## src/rtl/add_result_queue.sv

```systemverilog
// add_result_queue: small FIFO that buffers integer adder results (sum + tag)
// between the adder and the register-file writeback port.
// Optional feature macro: ADD_RESULT_OVF_EN adds per-entry signed-overflow
// flags (in_a_sign, in_b_sign -> out_ovf).
module add_result_queue #(
  parameter int WIDTH = 32,
  parameter int DEPTH = 4,
  parameter int TAG_W = 5
) (
  input  logic                     clk,
  input  logic                     rst_n,
  input  logic                     flush,
  input  logic                     in_valid,
  output logic                     in_ready,
  input  logic [WIDTH-1:0]         in_sum,
  input  logic [TAG_W-1:0]         in_tag,
  output logic                     out_valid,
  input  logic                     out_ready,
  output logic [WIDTH-1:0]         out_sum,
  output logic [TAG_W-1:0]         out_tag,
  output logic [$clog2(DEPTH):0]   count
`ifdef ADD_RESULT_OVF_EN
  ,
  input  logic                     in_a_sign,
  input  logic                     in_b_sign,
  output logic                     out_ovf
`endif
);

  localparam int PTR_W = $clog2(DEPTH);
  localparam int CNT_W = PTR_W + 1;
  localparam logic [CNT_W-1:0] FULL_CNT = CNT_W'(DEPTH);

  logic [PTR_W-1:0] wr_ptr;
  logic [PTR_W-1:0] rd_ptr;
  logic [CNT_W-1:0] count_q;
  logic             push;
  logic             pop;

  logic [WIDTH-1:0] sum_mem [DEPTH];
  logic [TAG_W-1:0] tag_mem [DEPTH];

  // Handshake flags come only from registered occupancy, so in_ready never
  // depends combinationally on out_ready.
  assign in_ready  = (count_q != FULL_CNT);
  assign out_valid = (count_q != '0);
  assign count     = count_q;

  // A flush cancels any transfer attempted in the same cycle.
  assign push = in_valid  && in_ready  && !flush;
  assign pop  = out_valid && out_ready && !flush;

  // Pointer and occupancy registers; pointers wrap naturally at DEPTH.
  always_ff @(posedge clk or negedge rst_n) begin
    // NOTE: non-blocking assignments so every register samples pre-edge values.
    if (!rst_n) begin
      wr_ptr  <= '0;
      rd_ptr  <= '0;
      count_q <= '0;
    end else if (flush) begin
      wr_ptr  <= '0;
      rd_ptr  <= '0;
      count_q <= '0;
    end else begin
      if (push) wr_ptr <= wr_ptr + 1'b1;
      if (pop)  rd_ptr <= rd_ptr + 1'b1;
      case ({push, pop})
        2'b10:   count_q <= count_q + 1'b1;
        2'b01:   count_q <= count_q - 1'b1;
        default: count_q <= count_q;
      endcase
    end
  end

  // Entry storage written at the tail on every push.
  always_ff @(posedge clk) begin
    // NOTE: storage is deliberately not reset; out_valid guards its contents.
    if (push) begin
      sum_mem[wr_ptr] <= in_sum;
      tag_mem[wr_ptr] <= in_tag;
    end
  end

  // Head entry is read straight from storage; no input-to-output bypass.
  assign out_sum = sum_mem[rd_ptr];
  assign out_tag = tag_mem[rd_ptr];

`ifdef ADD_RESULT_OVF_EN
  logic ovf_mem [DEPTH];
  logic in_ovf;

  // Signed overflow: operands agree in sign but the sum's sign differs.
  assign in_ovf = (in_a_sign == in_b_sign) && (in_sum[WIDTH-1] != in_a_sign);

  // Overflow flag travels with its entry.
  always_ff @(posedge clk) begin
    if (push) ovf_mem[wr_ptr] <= in_ovf;
  end

  assign out_ovf = ovf_mem[rd_ptr];
`endif

endmodule

```

## config.mk

```make
export PLATFORM = sky130hd
export DESIGN_NAME = add_result_queue
export DESIGN_NICKNAME = d
export VERILOG_FILES = /design/src/rtl/add_result_queue.sv
export SDC_FILE = /design/constraint.sdc
export NUM_CORES = 1
export LEC_CHECK = 0
export BUFFER_PORTS_ARGS = -buffer_cell sky130_fd_sc_hd__buf_2
export CORE_ASPECT_RATIO = 1.25
export CORE_MARGIN = 2
export CORE_UTILIZATION = 53
export CTS_BUF_LIST = sky130_fd_sc_hd__clkbuf_4 sky130_fd_sc_hd__clkbuf_8
export DETAILED_ROUTE_END_ITERATION = 16
export PLACE_DENSITY = 0.78
export SLEW_MARGIN = 15
export SYNTH_ARGS = -nofsm -noshare
export SYNTH_HDL_FRONTEND = slang
export SYNTH_SLANG_ARGS = --single-unit
export TNS_END_PERCENT = 1
```

## constraint.sdc

```tcl
create_clock -name clk -period 2.1 [get_ports clk]
set_input_delay 0.42 -clock clk [delete_from_list [all_inputs] [get_ports clk]]
set_output_delay 0.42 -clock clk [all_outputs]
set_load 0.05 [all_outputs]
```

==> key figures <==
Drt
  – DRC Markers: 0
  – DRT antenna net count: 0
  – Wire length per cell: 20.2 um
  – WL final: 10500 um
  – Vias per std cell: 5.56
  – Detailed Routing Iterations Pass 1: 4
  – Initial drt markers: 158
  – DR vias: 2896

STA
  – Slew at the pin closest to its max-slew limit: 343 ps
  – Final WS setup: -159 ps
  – Final setup fails: 37
  – Fin crit period: 2260 ps
  – Final Cycle Share: 1.08
  – Slew HR: 0.771
  – Achievable Freq: 443 MHz
  – Clk_skew: 10.5 ps
  – Max-slew violation count: 0
  – RSZ-0062 raised after global routing: true
  – Final Hold Vio Count: 0
  – Sum Neg Setup Slack: -5110 ps

CTS
  – Htree depth: 4
  – Worst-skew pair later-pin latency: 440 ps
  – Total CTS buffers: 17
  – Root Driver: clkbuf_8
  – CTS max path bufs: 2
  – CTS tree: built
  – TritonCTS Sinks: 155
  – Clock Pin Slew Worst Setup and Hold Paths: 70 ps

Critical path
  – Startpoint types: flip-flop
  – Crit path DAT: 1840 ps
  – CP endpoint kind: output pin
  – CP Class: reg -> out
  – Critical path's slowest cell: mux4_2
  – Worst path required time: 1680 ps
  – Crit-path leading delay family: multiplexers
  – CP Cell Sequence: buf_12 > buf_12 > mux4_2 > buf_6
  – Crit path top cell by count: buf_12
  – Peak fanout along the critical path: 7
  – CP bufs+invs: 3
  – CP max stage delay: 530 ps

Worst hold path
  – Min-delay worst type: in -> reg

Die
  – Core Footprint: 11000 um2
  – Rows: 43
  – Die ar.: 12000 um2
  – Initial Util: 0.539
  – Chip width: 98.5 um
  – Io pins: 84
  – Height of the chip: 122 um

Finish
  – Commonest non-fill, non-tap cell in the layout: edfxtp_1
  – Area Overhead vs Synth: 26.8%
  – Nets@finish: 420
  – FILL cells: 702
  – Share of cells above drive strength 1: 0.470
  – Leading cell types in the layout, fill and taps excluded: edfxtp_1, buf_2, mux4_2, buf_6, clkbuf_8

Power and ir drop
  – Logic pwr share: 0.208
  – PD cells: 1000 nW/um2
  – Clock power share: 0.323
  – Leakage Power: 0.00258 uW
  – Int Pwr: 5570 uW
  – Switching part of the total power: 0.259
  – Part of the power in registers: 0.469
  – NetSw: 1940 uW
  – Max VDD drop: 732 uV

Placed design
  – Dpl ws: 229 ps
  – IO buf count: 83
  – Routability-driven placement congestion ratio: 0.807
  – Detail Placement HPWL: 6500 um

Synth
  – Netlist cell types: 32
  – Synth Instances: 261
  – Post-synth EDFFs: 148
  – Register bit total from synthesis: 155
  – Net Count, Synth: 308
  – Ys async rst share: 0.0452
  – Mapped Area: 5920 um2
  – Syn avg cell area: 22.7 um2
  – Top FF cell, synth: edfxtp_1
  – Register area share after synthesis: 0.781
  – Syn. warnings: 0

GRT
  – Initial antenna violation count: 2
  – First-pass GRT wire length: 16100 um
  – Number of global-route vias before repair: 2976
  – Grt ovf: 0
  – GR Util All Layers: 0.184
  – Largest net degree at the start of global routing: 24

Run status
  – Failing checks: negative setup slack
  – Status: finished with violations

Run
  – Max-Cap Viols: 0
[path summary, 6_finish.rpt]
path | start | to | slack (ps) | cells after the start
min in group asynchronous | rst_n | count[2] | 340 | 2
setup / recovery | rd_ptr[0] | out_sum[26] | -160 | 4
hold reg to reg | wr_ptr[1] | wr_ptr[1] | 600 | 2
setup reg to reg | count[0] | count[1] | 270 | 5
max in group asynchronous | rst_n | rd_ptr[1] | 1570 | 2
hold / removal | in_tag[3] | tag_mem[3][3] | 200 | 1
[synth_stat cells (2+ instances only)]
library cell / count / area [um2]
edfxtp_1: 148 / 4440
mux4_2: 37 / 833
dfrtp_1: 7 / 175
a21oi_1: 6 / 30.0
buf_2: 6 / 30.0
and2_1: 5 / 31.3
inv_1: 5 / 18.8
buf_4: 4 / 30.0
ha_1: 4 / 50.1
nand2b_1: 4 / 25.0
nor2_1: 4 / 15.0
nand3_1: 3 / 15.0
buf_6: 2 / 22.5
nand3b_1: 2 / 15.0
nor3_1: 2 / 10.0
nor3b_1: 2 / 15.0
o21ai_0: 2 / 10.0
o22ai_1: 2 / 12.5
or3_1: 2 / 12.5
xor2_1: 2 / 17.5
[through the flow]
step           cells  cell area (um2)  hold slack, ps   util  total power (uW)
2_1_floorplan    261             5920             124      -              4540
3_3_place_gp     483             6680             271  0.609              4860
3_5_place_dp     483             6680             272  0.609              4880
4_1_cts          518             7430             167  0.677              7510
5_1_grt          520             7500             175  0.683              7760
6_report         521             7500             199  0.683              7520
[cell families after synthesis]
logic type	after synthesis	synth area share
flops	155	0.781
buf+inv	19	0.0184
simple gates	25	0.0245
xor+xnor	3	0.00444
fa+ha+maj	5	0.0118
compound gates	17	0.0192
mux	37	0.141
[power groups by stage]
stage	clock network (uW)	registers (uW)	logic, uW
after global placement	0	3590	1270
after detailed placement	0	3600	1280
after global routing	2580	3530	1650
after floorplan	0	3610	932
after CTS	2470	3520	1520
final	2430	3530	1560
[state kept, by name (all words and copies together) (netlist names)]
name	flops
count	3
rd_ptr	2
sum_mem	128
tag_mem	20
wr_ptr	2
[what timing repair did]
| action | CTS | global route |
|---|---|---|
| hold buffers | 1 | 0 |
| gates cloned | 1 | 2 |
| gates resized for setup | 75 | 4 |
| endpoints found under the hold margin | 7 | 0 |
| setup buffers | 2 | 0 |
| setup endpoints to repair | 38 | 39 |
[layout make-up]
| class | instances | area (um2) | share of cell area |
|---|---|---|---|
| Antenna cell | 1 | 2.50 | 0.000334 |
| Clock buffer | 18 | 241 | 0.0322 |
| Clock inverter | 13 | 199 | 0.0265 |
| Inverter | 5 | 18.8 | 0.00250 |
| Multi-Input combinational cell | 87 | 1200 | 0.161 |
| Sequential cell | 155 | 4620 | 0.616 |
| Tap cell | 135 | 169 | 0.0225 |
| Timing Repair Buffer | 107 | 1040 | 0.139 |
[per-layer routing]
metal	global-route usage	vias to the layer above	routed length (um)
li1	-	1314	-
met5	0	-	13
met1	0.228	1472	4100
met3	0.0631	14	583
met2	0.304	94	5630
met4	0.0659	2	185
Power figures use the tool's default switching activity.
